`src/rtl/mux_scan_ctrl.sv`:
```
// Sequencer that steps an N:1 mux select across a masked channel set and samples y into a result word.
// Optional abort input enabled by defining MUX_SCAN_ABORT_EN.
module mux_scan_ctrl #(
    parameter int unsigned N     = 16,
    parameter int unsigned DWELL = 2
) (
    input  logic                 clk,
    input  logic                 rst_n,
    input  logic                 start,
    input  logic [N-1:0]         en_mask,
    input  logic                 y,
`ifdef MUX_SCAN_ABORT_EN
    input  logic                 abort,
`endif
    output logic [$clog2(N)-1:0] sel,
    output logic                 busy,
    output logic                 done,
    output logic [N-1:0]         data
);

    localparam int unsigned SW = $clog2(N);
    localparam int unsigned CW = (DWELL > 1) ? $clog2(DWELL) : 1;
    localparam logic [CW-1:0] RELOAD = CW'(DWELL - 1);

    // S_EMPTY delays an empty-mask scan by one cycle so done lands after edge k+1
    typedef enum logic [1:0] {
        S_IDLE  = 2'd0,
        S_SCAN  = 2'd1,
        S_EMPTY = 2'd2,
        S_DONE  = 2'd3
    } state_t;

    state_t        state;
    logic [N-1:0]  mask;
    logic [N-1:0]  shadow;
    logic [CW-1:0] cnt;

    logic [SW-1:0] first_ch_c;
    logic [SW-1:0] next_ch_c;
    logic          next_ok_c;
    logic [N-1:0]  shadow_upd_c;
    logic          abort_hit_c;

`ifdef MUX_SCAN_ABORT_EN
    assign abort_hit_c = abort;
`else
    assign abort_hit_c = 1'b0;
`endif

    // Lowest enabled channel of the incoming mask, and next higher channel of the captured mask
    always_comb begin
        first_ch_c = '0;
        next_ch_c  = '0;
        next_ok_c  = 1'b0;
        for (int i = int'(N) - 1; i >= 0; i--) begin
            if (en_mask[i]) begin
                first_ch_c = SW'(i);
            end
            if (mask[i] && (i > int'(sel))) begin
                next_ch_c = SW'(i);
                next_ok_c = 1'b1;
            end
        end
    end

    always_comb begin
        shadow_upd_c      = shadow;
        shadow_upd_c[sel] = y;
    end

    always_ff @(posedge clk or negedge rst_n) begin
        if (!rst_n) begin
            state  <= S_IDLE;
            sel    <= '0;
            busy   <= 1'b0;
            done   <= 1'b0;
            data   <= '0;
            mask   <= '0;
            shadow <= '0;
            cnt    <= '0;
        end else begin
            done <= 1'b0;
            case (state)
                S_IDLE: begin
                    sel  <= '0;
                    busy <= 1'b0;
                    if (start) begin
                        mask   <= en_mask;
                        shadow <= '0;
                        if (|en_mask) begin
                            state <= S_SCAN;
                            sel   <= first_ch_c;
                            cnt   <= RELOAD;
                            busy  <= 1'b1;
                        end else begin
                            state <= S_EMPTY;
                        end
                    end
                end
                S_SCAN: begin
                    if (abort_hit_c) begin
                        state <= S_IDLE;
                        sel   <= '0;
                        busy  <= 1'b0;
                    end else if (cnt != '0) begin
                        cnt <= cnt - CW'(1);
                    end else begin
                        shadow <= shadow_upd_c;
                        if (next_ok_c) begin
                            sel <= next_ch_c;
                            cnt <= RELOAD;
                        end else begin
                            state <= S_DONE;
                            busy  <= 1'b0;
                            done  <= 1'b1;
                            data  <= shadow_upd_c;
                        end
                    end
                end
                S_EMPTY: begin
                    state <= S_DONE;
                    done  <= 1'b1;
                    data  <= shadow;
                end
                S_DONE: begin
                    state <= S_IDLE;
                    sel   <= '0;
                end
                default: begin
                    state <= S_IDLE;
                    sel   <= '0;
                    busy  <= 1'b0;
                end
            endcase
        end
    end

endmodule

```
`config.mk`:
```
export PLATFORM = sky130hd
export DESIGN_NAME = mux_scan_ctrl
export DESIGN_NICKNAME = d
export VERILOG_FILES = /design/src/rtl/mux_scan_ctrl.sv
export SDC_FILE = /design/constraint.sdc
export NUM_CORES = 1
export LEC_CHECK = 0
export BUFFER_PORTS_ARGS = -buffer_cell sky130_fd_sc_hd__buf_4
export CORE_MARGIN = 2
export CORE_UTILIZATION = 43
export CTS_CLUSTER_SIZE = 25
export DETAILED_ROUTE_END_ITERATION = 8
export PLACE_DENSITY = 0.74
export RECOVER_POWER = 25
export SLEW_MARGIN = 15
export SYNTH_ARGS = -nofsm -noshare
export SYNTH_HDL_FRONTEND = slang
export SYNTH_SLANG_ARGS = --single-unit
```
`constraint.sdc`:
```
create_clock -name clk -period 2.1 [get_ports clk]
set_clock_uncertainty 0.2 [all_clocks]
set_input_delay 0.42 -clock clk [delete_from_list [all_inputs] [get_ports clk]]
set_output_delay 0.42 -clock clk [all_outputs]
set_load 0.005 [all_outputs]
```
==> flow_summary_export.csv <==
group,metric,value,unit
outcome,outcome,"finished with violations",
outcome,violations,"setup timing",
worst_setup_path,cp-end-kind,"flop",
synthesis,synthTopCellsByCount,"dfrtp_1 (56), nand2_1 (41), nor2_1 (25)",
timing,finalSetupViolCount,22,
route,drtAntennaViolNets,0,
synthesis,ys_seq_area_frac,0.415,
place,placed_area,4230,um2
synthesis,yosysTopAreaCell,"dfrtp_1",
cells_and_area,final-seq-area,1410,um2
cells_and_area,area_growth,33.5,%
global_routing,antenna_found_initial,0,
place,place.gp.congestion,0.909,
route,vias,3196,
timing,finalCriticalPeriod,2240,ps
clock_network,cts.path.max_buffers,2,
flow_run,drv_cap,0,
worst_setup_path,required,2110,ps
synthesis,synth-seq-cells,56,
synthesis,synth.top_cell.area_share,0.415,
timing,relSlewSlack,0.493,
hold_path,hold_start,"en_mask[3]",
global_routing,first_global_vias,3221,
route,drc_errors,0,
synthesis,yosysWarnings,0,
place,place_inst,565,
route,drtPass1Iterations,5,
clock_network,cts.sinks,56,
timing,fmax,0.446,GHz
route,drt_iter0_drc,145,
pwr,ir_drop,0.000552,V
synthesis,syn_area,3380,um2
route,wirelength,9.21,mm
global_routing,grt_max_degree,57,
global_routing,grt.total_usage,0.220,
synthesis,syn_area_per_cell,8.97,um2
place,numPortBuffers,41,
worst_setup_path,crit_path_start_kind,"flop",
timing,tightest_slew,760,ps
cells_and_area,multi_input_area,1920,um2
cells_and_area,layout.nets,503,
clock_network,cts-htree-levels,2,
die,fp.dieW,92.7,um
worst_setup_path,cp.arrival,2250,ps
timing,finalMaxSlewViolations,0,
clock_network,cts_tree,"built",
die,die_height,92.7,um
timing,fin_crit_sh,1.07,
clock_network,insertion_delay,310,ps
pwr,powerDensity,1420,nW/um2
clock_network,clk_pin_slew_worst_paths,100,ps
worst_setup_path,crit_path_start,"sel[2]",
timing,hold_viol,0,
place,dp_hpwl,6.75,mm
synthesis,synthCells,377,
worst_setup_path,r2r-start,"sel[2]",
clock_network,cts_buffers,5,
timing,rsz0062_at_grt,"true",
timing,layout_setup_ws,-142,ps
global_routing,grt.overflow.total,0,
cells_and_area,fillers,704,
clock_network,cts_root_buf,"clkbuf_8",
cells_and_area,antennaDiodeCount,0,
cells_and_area,final_cell_count_no_fill,581,
worst_setup_path,critPathKind,"flop to flop",
pwr,p_leak,2.01,nW
synthesis,synth_most_common_cell,"dfrtp_1",
route,routedWlPerCell,15.8,um
synthesis,syn_nets,402,
die,io_pins,42,
worst_setup_path,path_max_fanout,9,
synthesis,synth_cell_type_count,55,
die,floorplan.initialDensity,0.440,
cells_and_area,finalInstanceArea,4510,um2
route,via_per_inst,5.50,
synthesis,synthFlopType,"dfrtp_1",
cells_and_area,final_core_util,0.587,
synthesis,async_reset_ff_frac,1.00,
timing,fin_tns_setup,-1210,ps
cells_and_area,drive_gt1_frac,0.353,
global_routing,grt_pass1_wl,15.4,mm
synthesis,synth_edf_count,0,
die,rows,32,
die,die-area,8590,um2
pwr,finalPower,6.41,mW
synthesis,synthTopCellsByArea,"dfrtp_1 (41%), mux2i_1 (5.9%), nand2_1 (4.6%), mux2_2 (4.3%), a21oi_1 (3.4%)",
hold_path,hp-class,"input port to flop",
die,coreArea,7690,um2
## power breakdown
part	switching, mW	internal, mW
combinational	2.04	1.95
clock	0.357	0.269
sequential	0.359	1.43
## path summary, 6_finish.rpt
kind / endpoint / slack, ps / cells after the start
max in group asynchronous: sel[0] / 620 / 2
min in group asynchronous: data[14] / 550 / 2
max reg2reg: cnt / -140 / 8
max: cnt / -140 / 8
min: mask[3] / 180 / 2
min reg2reg: data[5] / 290 / 2
## flip-flops by register name, indices dropped and copies added (netlist names)
| register | flops |
|---|---|
| sel | 4 |
| done | 1 |
| cnt | 1 |
| mask | 15 |
| busy | 1 |
| shadow | 16 |
| data | 16 |
| state | 2 |
## stage by stage
stage	hold WS, ps	setup WS (ps)
after floorplan	-75.6	-8.54
after global placement	269	-66.2
after detailed placement	275	-117
after CTS	166	-44.7
after global routing	177	-188
final	176	-142
## kinds of logic after synthesis
group / Yosys count / share of synthesized area
AOI/OAI and AO/OA: 115 / 0.221
xor gates and xnor gates: 1 / 0.00259
adders and majority gates: 5 / 0.0185
buffers and inverters: 43 / 0.0529
DFF: 56 / 0.415
muxes: 35 / 0.109
and+or+nand+nor: 122 / 0.182
## metal layers
layer / wire (um) / share of wire / vias to the layer above / GRT usage
li1: - / - / 1557 / -
met4: 191 / 0.021 / 0 / 0.0551
met2: 4410 / 0.48 / 89 / 0.373
met1: 4230 / 0.46 / 1531 / 0.297
met5: 0 / 0 / - / 0
met3: 373 / 0.041 / 19 / 0.0317
## area by class of cell
cell class | count | area share
Clock buffer | 7 | 0.0191
Multi-Input combinational cell | 278 | 0.426
Sequential cell | 56 | 0.312
Clock inverter | 1 | 0.00166
Tap cell | 102 | 0.0283
Inverter | 22 | 0.0183
Timing Repair Buffer | 115 | 0.195
## what timing repair did
action,4_1_cts,5_1_grt
hold buffers,1,0
setup buffers,1,6
gates resized for setup,14,20
pin swaps,2,13
hold endpoints to repair,56,0
setup endpoints to repair,21,32
## cells in the final DEF (no fill, tap or decap), types with 16 or more instances in the layout
cell and instances:
a21oi_1 19, o21ai_0 19, buf_4 95, o21ai_1 16, mux2i_1 20, nand2_1 40
inv_1 19, clkbuf_4 18, dfrtp_1 51, nor2_1 24
## worst max-delay path, stage by stage (launching register included)
cell and delay, ps:
dfrtp_2 470, buf_4 160, buf_4 160, o31ai_2 190
a22o_1 240, inv_2 80, and4_4 200, a21o_1 160
a221oi_2 260
No activity file was read; power rests on OpenSTA's default activity.
